**src/rtl/seg7_pkg.sv**
```systemverilog
// Shared constants for the seven-segment scan path.
//   SEG_HEX   : active-low {g,f,e,d,c,b,a} patterns for hex digits 0..F
//   SEG_BLANK : all segments off
//   clog2()   : ceiling log2 for sizing counters and selects
package seg7_pkg;

    localparam logic [6:0] SEG_BLANK = 7'h7F;

    // Entry n lives at bits [n*7 +: 7]; listed F down to 0.
    localparam logic [15:0][6:0] SEG_HEX = {
        7'h0E, 7'h06, 7'h21, 7'h46, 7'h03, 7'h08, 7'h10, 7'h00,
        7'h78, 7'h02, 7'h12, 7'h19, 7'h30, 7'h24, 7'h79, 7'h40
    };

    function automatic int clog2(input int v);
        int r;
        r = 0;
        while ((1 << r) < v) r++;
        return r;
    endfunction

endpackage

```
**src/rtl/seg7_decode.sv**
```systemverilog
// Nibble to active-low segment pattern, with a force-dark override.
//   nib_i   : hex value to show
//   blank_i : 1 turns every segment off
//   seg_o   : {g,f,e,d,c,b,a}, active low
module seg7_decode
    import seg7_pkg::*;
(
    input  logic [3:0] nib_i,
    input  logic       blank_i,
    output logic [6:0] seg_o
);

    always_comb begin
        seg_o = SEG_HEX[nib_i];
        if (blank_i) seg_o = SEG_BLANK;
    end

endmodule

```
**src/rtl/seg7_scan_mux.sv**
```systemverilog
// Multiplexed seven-segment scanner. Snapshots one of NUM_PAGES hex words at
// frame boundaries and scans it across NUM_DIGITS active-low digits.
//   clk, rst_n   : clock, async active-low reset
//   page_data    : NUM_PAGES words of NUM_DIGITS nibbles, page p at p*NUM_DIGITS*4
//   page_sel     : page to snapshot (out-of-range selects page 0)
//   lz_blank     : leading-zero blanking enable
//   blank_mask   : per-digit force-dark
//   dp_mask      : per-digit decimal point
//   freeze       : suppress frame-boundary snapshot loads
//   seg_n, dp_n, an_n : registered display drive, active low
//   frame_start  : one-cycle pulse coincident with a snapshot load
module seg7_scan_mux
    import seg7_pkg::*;
#(
    parameter int NUM_DIGITS = 8,
    parameter int NUM_PAGES  = 4,
    parameter int SCAN_DIV   = 12500
) (
    input  logic                                     clk,
    input  logic                                     rst_n,
    input  logic [NUM_PAGES*NUM_DIGITS*4-1:0]        page_data,
    input  logic [clog2((NUM_PAGES > 1) ? NUM_PAGES : 2)-1:0] page_sel,
    input  logic                                     lz_blank,
    input  logic [NUM_DIGITS-1:0]                    blank_mask,
    input  logic [NUM_DIGITS-1:0]                    dp_mask,
    input  logic                                     freeze,
    output logic [6:0]                               seg_n,
    output logic                                     dp_n,
    output logic [NUM_DIGITS-1:0]                    an_n,
    output logic                                     frame_start
);

    localparam int W     = NUM_DIGITS * 4;
    localparam int SEL_W = clog2((NUM_PAGES > 1) ? NUM_PAGES : 2);
    localparam int IDX_W = clog2(NUM_DIGITS);
    localparam int DIV_W = clog2(SCAN_DIV);

    logic [DIV_W-1:0]      div_cnt_q, div_cnt_d;
    logic [IDX_W-1:0]      idx_q, idx_d;
    logic                  init_pending_q;
    logic [W-1:0]          snap_word_q;
    logic                  snap_lz_q;
    logic [NUM_DIGITS-1:0] snap_blank_q, snap_dp_q;
    logic [6:0]            seg_q, seg_d;
    logic                  dp_q, dp_d, fs_q;
    logic [NUM_DIGITS-1:0] an_q, an_d;

    logic                  tick, load, dark, zero_above;
    logic [SEL_W-1:0]      sel_page;
    logic [W-1:0]          sel_word;
    logic [NUM_DIGITS-1:0] lz_dark;
    logic [3:0]            nib;
    logic [6:0]            seg_dec;

    always_comb begin
        // Prescaler holds during the init-load cycle so the first digit gets a
        // full SCAN_DIV slot like every other.
        tick      = !init_pending_q && (div_cnt_q == DIV_W'(SCAN_DIV - 1));
        div_cnt_d = div_cnt_q;
        if (!init_pending_q) div_cnt_d = tick ? '0 : div_cnt_q + 1'b1;

        idx_d = idx_q;
        if (tick) idx_d = (idx_q == IDX_W'(NUM_DIGITS - 1)) ? '0 : idx_q + 1'b1;

        load = init_pending_q || (tick && (idx_q == IDX_W'(NUM_DIGITS - 1)) && !freeze);

        sel_page = (int'(page_sel) < NUM_PAGES) ? page_sel : '0;
        sel_word = page_data[int'(sel_page)*W +: W];

        // Digit d is a leading zero if it and every digit above it are zero.
        zero_above = 1'b1;
        lz_dark    = '0;
        for (int d = NUM_DIGITS - 1; d >= 1; d--) begin
            zero_above = zero_above & (snap_word_q[d*4 +: 4] == 4'h0);
            lz_dark[d] = zero_above;
        end

        nib  = snap_word_q[int'(idx_q)*4 +: 4];
        dark = snap_blank_q[idx_q] | (snap_lz_q & lz_dark[idx_q]);

        // Display stays dark until the first snapshot is in place.
        seg_d = SEG_BLANK;
        dp_d  = 1'b1;
        an_d  = '1;
        if (!init_pending_q) begin
            seg_d = seg_dec;
            dp_d  = ~snap_dp_q[idx_q];
            an_d  = ~(NUM_DIGITS'(1) << idx_q);
        end
    end

    seg7_decode u_dec (
        .nib_i   (nib),
        .blank_i (dark),
        .seg_o   (seg_dec)
    );

    always_ff @(posedge clk or negedge rst_n) begin
        if (!rst_n) begin
            div_cnt_q      <= '0;
            idx_q          <= '0;
            init_pending_q <= 1'b1;
            snap_word_q    <= '0;
            snap_lz_q      <= 1'b0;
            snap_blank_q   <= '0;
            snap_dp_q      <= '0;
            seg_q          <= SEG_BLANK;
            dp_q           <= 1'b1;
            an_q           <= '1;
            fs_q           <= 1'b0;
        end else begin
            div_cnt_q      <= div_cnt_d;
            idx_q          <= idx_d;
            init_pending_q <= 1'b0;
            fs_q           <= load;
            if (load) begin
                snap_word_q  <= sel_word;
                snap_lz_q    <= lz_blank;
                snap_blank_q <= blank_mask;
                snap_dp_q    <= dp_mask;
            end
            seg_q <= seg_d;
            dp_q  <= dp_d;
            an_q  <= an_d;
        end
    end

    assign seg_n       = seg_q;
    assign dp_n        = dp_q;
    assign an_n        = an_q;
    assign frame_start = fs_q;

endmodule

```
**config.mk**
```make
export PLATFORM = sky130hd
export DESIGN_NAME = seg7_scan_mux
export DESIGN_NICKNAME = d
export VERILOG_FILES = /design/src/rtl/seg7_pkg.sv /design/src/rtl/seg7_decode.sv /design/src/rtl/seg7_scan_mux.sv
export SDC_FILE = /design/constraint.sdc
export NUM_CORES = 1
export LEC_CHECK = 0
export BUFFER_PORTS_ARGS = -buffer_cell sky130_fd_sc_hd__buf_2
export CORE_ASPECT_RATIO = 2
export CORE_MARGIN = 4
export CORE_UTILIZATION = 51
export DETAILED_ROUTE_END_ITERATION = 10
export GPL_TIMING_DRIVEN = 0
export PLACE_DENSITY = 0.81
export SKIP_CTS_REPAIR_TIMING = 1
export SLEW_MARGIN = 20
export SYNTH_ARGS = -nofsm -noshare
export SYNTH_HDL_FRONTEND = slang
export SYNTH_SLANG_ARGS = --single-unit
```
**constraint.sdc**
```tcl
create_clock -name clk -period 2.3 [get_ports clk]
set_input_delay 0.23 -clock clk [delete_from_list [all_inputs] [get_ports clk]]
set_output_delay 0.23 -clock clk [all_outputs]
set_load 0.02 [all_outputs]
```
After elaboration in Yosys (flattened, before gate mapping)
Memories as Yosys holds them, arrays and structs flattened.
Cells that the tools add are included.
Word-level totals
  register bits after elaboration: 84
  bits in read-only memories: 112
  bits of input ports: 150
  output and inout bits: 17
  logic and storage cells: 57
  memories kept: 1
Memories
  (no name shown): words 16, width 7, read ports 1, clocked after memory_dff 0, wr ports 0, line seg7_decode.sv:14  | seg_o = SEG_HEX[nib_i];
Operators by class
  add/subtract/negate cells: 2
  magnitude comparators: 2
  eq/ne operators: 2
  shifts and indexed selects: 3
  mux-type cells: 13
  bitwise gates (word level): 10
  reductions and logical operators: 13
Operators with widths (count)
  $shiftx 128x8->32: 1
  $shiftx 32x6->4: 1
  $logic_not 4->1: 7
  $mux 7: 3
  $add 14x1->14 const B: 1
  $eq 14x14->1 const B: 1
  $mux 14: 1
  $bmux 1 s3: 3
  $mux 8: 1
  $not 8->8: 1
  $shl 1x3->8 const A: 1
  $and 1x1->1: 7
  $lt 4x5->1 const B: 1
  $lt 3x4->1 const B: 1
  $mux 1: 4
  $add 3x1->3 const B: 1
  $eq 3x3->1 const B: 1
  $logic_and 1x1->1: 3
  $mux 3: 1
  $logic_not 1->1: 2
  $logic_or 1x1->1: 1
  $not 1->1: 1
  $or 1x1->1: 1

Longest topological paths before layout
  word-level depth: 13
  depth in mapped cells: 10
  depth with buffers taken out: 8

Hierarchy
Synthesis repeated with hierarchy kept, for this count alone.
Second synthesis, totals
  cell total of the unflattened synthesis: 349
  area total of the unflattened synthesis: 4981.0 um^2
Modules (own cells, without submodules)
  seg7_scan_mux: instances 1, cells each 314, area each 4685.7 um^2, seq. area each 2123.3 um^2
  seg7_decode: instances 1, cells each 35, area each 295.3 um^2, seq. area each 0.0 um^2

Worst setup path before layout
No wires, ideal clock.
  kind: register to register
  start point: register idx_q[0]
  end point: register seg_q[0] (netlist: seg_n[0])
  setup time: 0.092 ns
  arrival time: 2.049 ns
  required time: 2.208 ns
  setup slack: 0.158 ns
  stages on the path, launching flop included: 10
  path buffers: 2
  clock period less this slack: 2.142 ns
  cell sequence: dfrtp_1 > buf_6 > buf_6 > mux4_2 > nand2_1 > nand2_1 > ha_1 > or3_1 > o221ai_1 > nand2_1
On the way
  cells in the longest elaborated chain, start to end: 6
  elaborated cells between the ends (all ways): 11
  classes of those cells: shift (1); mux (7); bitwise (2); memory (1)
RTL lines
  start: declaration: line seg7_scan_mux.sv:39  | logic [IDX_W-1:0] idx_q, idx_d;
  start signal: assignment: line seg7_scan_mux.sv:113  | idx_q <= idx_d;
  branches (longest 4 deep; another with $mem_v2 16x7)
  $mux 7 *: line seg7_decode.sv:15  | if (blank_i) seg_o = SEG_BLANK;
  $mux 7 *: line seg7_scan_mux.sv:85  | if (!init_pending_q) begin
  named net seg_d[0]: line seg7_scan_mux.sv:44  | logic [6:0] seg_q, seg_d;
  end signal: assignment: line seg7_scan_mux.sv:122  | seg_q <= seg_d;
  end: declaration: line seg7_scan_mux.sv:44
Mark *: on every way through the listed nets, which the timed path passes. The select of a mux whose other input is x is not followed.
A chain may end at the register's enable or synchronous reset.

Final worst setup path
Ends and elaborated chain as after synthesis.

==> impl_metrics.csv <==
group,metric,value,unit
run_status,status,"finished, final reports clean",
die,ioPinCount,167,
setup_path,crit_fanout,10,
logic_synthesis,ys.flop_type,"dfrtp_1",
power,comb_power_share,0.203,
final_layout,fin_nets,681,
placement,finalWeightedCongestion,0.8926,
clock_tree,cts_tree,"done",
setup_path,timing.critical_path.required,2550,ps
timing,timing.final.setup_violations,0,
worst_hold_path,worst_hold_path_cells,2,
global_route,groute.layer.met3.usage,0.03415,
final_layout,filler_cell_count,648,
timing,timing.final.crit_share,0.9551,
drt,drt_drc_violations_left,0,
setup_path,worstReg2RegStart,"idx_q[0]$_DFFE_PN0P_",
setup_path,path_delay_family,"simple AND/OR/NAND/NOR gates",
clock_tree,ctsLongestPathBuffers,2,
setup_path,worstReg2RegEnd,"seg_n[0]$_DFF_PN1_",
clock_tree,cts_max_level,3,
setup_path,start_kind,"flip-flop",
final_layout,areaGrowthSynthToFinish,28.96,%
final_layout,layout.cells.most_common_list,"165 x buf_2, 66 x dfrtp_1, 49 x mux2_4",
global_route,grtUsageMet1,0.2291,
drt,detailedRoute.firstIterationViolations,234,
logic_synthesis,synth.cell_area,4965,um^2
final_layout,multiInputGateArea,2704,um^2
worst_hold_path,sink_of_the_worst_hold_path,"snap_blank_q[0]$_DFFE_PN0P_",
clock_tree,cts-root-buf,"clkbuf_16",
timing,final-hold-violation-count,0,
setup_path,critical_path.endpoint_type,"flip-flop",
logic_synthesis,synth.lib_cells_used.distinct,44,
power,seq_pwr_share,0.429,
logic_synthesis,syn-num-nets,499,
setup_path,crit_chain,"buf_6, buf_12, mux4_2, nand2_2, nand2_4, ha_4, or3_1, o221ai_1, nand2_1",
logic_synthesis,synth-warning-count,0,
logic_synthesis,synth_cells,336,
setup_path,critPathMaxStageDelay,510,ps
run,max-cap-violations,0,
global_route,leftover_overflow_at_the_end_of_global_routing,0,
die,floorplan.initialDensity,0.5256,
logic_synthesis,synth-seq-cells,84,
final_layout,mostFrequentLayoutCell,"buf_2",
power,p_switching,1079,uW
timing,grt_setup_unrepaired,"no",
power,report.power.total,4287,uW
timing,timing.slew.headroom,0.4965,
placement,post-dp-hpwl,9.913,mm
worst_hold_path,min-delay-path-class,"in2reg",
drt,via_per_inst,5.511,
clock_tree,clock_pin_slew_of_the_registers_on_the_worst_case_setup_and_hold_paths,60,ps
setup_path,timing.reg2reg.setup_slack,100,ps
logic_synthesis,number_of_synthesized_flops_with_an_enable_pin,0,
die,placementRows,50,
clock_tree,numCtsBuffers,9,
setup_path,arrival_time_of_the_worst_setup_path,2440,ps
global_route,antenna_found_initial,0,
die,die_area,11470,um^2
power,clkPwrFrac,0.368,
placement,io_buffer_count,165,
timing,final.setup_skew,7.386,ps
clock_tree,clock_sink_count,84,
die,placeableCoreArea,9447,um^2
global_route,gr-usage-met2,0.4201,
timing,slew_viol_final,0,
power,netSwitchingFraction,0.2518,
global_route,largest_net_degree_at_the_start_of_global_routing,56,
global_route,grt_pass1_wl,19.76,mm
logic_synthesis,synth_area_per_cell,14.78,um^2
worst_hold_path,hold_start,"blank_mask[0]",
placement,place.detailed.instances,632,
global_route,grt_pass1_vias,3967,
timing,max_freq,455.2,MHz
power,power-per-cell-area,669.6,nW/um^2
final_layout,antennaDiodeCount,0,
drt,postRouteAntennaNets,0,
drt,detailroute.via_count,3599,
die,die_span_in_y,147.5,um
power,worst_ir_drop_vdd,0.4012,mV
final_layout,finalNonFillerCells,653,
drt,drt_wl_total,12.23,mm
global_route,groute.usage.overall,0.2230,
setup_path,slowest_stage,"mux4_2",
timing,layout_min_cycle_time,2197,ps
setup_path,worstPathBufferInverterCount,2,
power,internal_dissipation,3208,uW
timing,max_slew.worst_pin.slew,755.2,ps
clock_tree,clkLatencyLatePin,340,ps
drt,dr.pass1.iters,4,
final_layout,post_route_cells_drive_above_1_share,0.6080,
setup_path,critPathKind,"reg2reg",
final_layout,ff_latch_area,2125,um^2
die,die_width,77.77,um
global_route,global_route.peak_usage_layer,"met2",
drt,post_drt_wl_per_cell,18.72,um
logic_synthesis,ys_seq_area_frac,0.4277,
setup_path,timing.reg2reg.worst_path_depth,9,
power,power_leakage,0.002956,uW
logic_synthesis,postSynth.asyncResetShare,1.000,
==> worst max-delay path by stage <==
stage	slack (ps)	startpoint	to	cells after the start
4_1_cts	-250	idx_q[2]$_DFFE_PN0P_	seg_n[0]$_DFF_PN1_	9
5_1_grt	8	idx_q[0]$_DFFE_PN0P_	seg_n[0]$_DFF_PN1_	9
2_1_floorplan	160	idx_q[0]$_DFFE_PN0P_	seg_n[0]$_DFF_PN1_	9
6_report	100	idx_q[0]$_DFFE_PN0P_	seg_n[0]$_DFF_PN1_	9
3_5_place_dp	-240	idx_q[2]$_DFFE_PN0P_	seg_n[0]$_DFF_PN1_	9
3_3_place_gp	-140	idx_q[2]$_DFFE_PN0P_	seg_n[0]$_DFF_PN1_	9
==> flip-flops by register name, summed over array words and instances, names as in the netlist, 3 cells and up <==
signal        flops
snap_dp_q         8
div_cnt_q        14
seg_n             7
snap_word_q      32
idx_q             3
an_n              8
snap_blank_q      8
==> worst reg2reg max path: cells and delay by family (launching register included) <==
kind | cells | cell delay, ps
simple gates | 4 | 660
mux | 1 | 510
flops | 1 | 390
buf+inv | 2 | 280
fa+ha+maj | 1 | 180
compound gates | 1 | 80
==> cell usage after synthesis (2+ instances only) <==
library cell	instances	share of area
inv_1	6	0.0045
dfstp_2	17	0.090
o21ai_0	5	0.0050
nand4_1	4	0.0050
nand3b_1	7	0.011
xnor2_1	5	0.0088
a21o_1	2	0.0030
mux4_2	44	0.20
nand2b_1	3	0.0038
xor2_1	6	0.011
dfrtp_1	67	0.34
nor2_1	16	0.012
buf_6	7	0.016
nor4_1	4	0.0050
clkbuf_1	9	0.0068
mux2_4	49	0.15
buf_2	3	0.0030
or4_1	2	0.0030
o221ai_1	4	0.0071
nand4b_1	2	0.0035
a21oi_1	4	0.0040
clkinv_1	2	0.0015
nand2_1	23	0.017
mux2i_1	5	0.010
o211ai_1	4	0.0060
or3_1	3	0.0038
nand3_1	4	0.0040
ha_1	13	0.033
==> layout make-up <==
cell class	instances	area share
Multi-Input combinational cell	224	0.4223
Inverter	8	0.004690
Timing Repair Buffer	172	0.1411
Buffer	19	0.02326
Tap cell	130	0.02541
Sequential cell	84	0.3318
Clock inverter	3	0.01075
Clock buffer	13	0.04065
==> per-stage QoR <==
step                      hold WS (ps)  TNS, ps  area (um^2)  setup slack, ps  utilization
final                            118.8        0         6402            103.3       0.6777
after global placement           465.3   -137.3         5953           -137.3       0.6302
after detailed placement         181.0   -395.8         5983           -235.3       0.6334
after CTS                       -182.4   -495.5         6312           -250.4       0.6682
after global routing             111.1        0         6402            8.415       0.6777
after floorplan                 -65.59        0         4965            158.5            -
==> per-layer routing <==
layer | up-vias | part of all wire
met5 | - | 0
met4 | 0 | 0.044
met3 | 40 | 0.044
met2 | 144 | 0.58
met1 | 1776 | 0.33
li1 | 1639 | -
==> power by group through the flow <==
stage,Combinational (uW),Clock [uW],Sequential (uW)
2_1_floorplan,575,0,1820
4_1_cts,865,1600,1830
6_report,872,1580,1840
3_5_place_dp,861,0,1860
5_1_grt,948,1670,1860
3_3_place_gp,823,0,1850
==> logic make-up (layout without fill, tap and decap cells) <==
group	Yosys count	count (layout)	synth area share
mux	100	100	0.3647
flops	84	84	0.4277
simple gates	75	75	0.08165
buf+inv	28	215	0.03327
compound gates	23	23	0.03780
fa+ha+maj	14	14	0.03478
xor+xnor	11	11	0.01940
other cells	1	1	0.0007553
(Power assumes the default switching activity.)
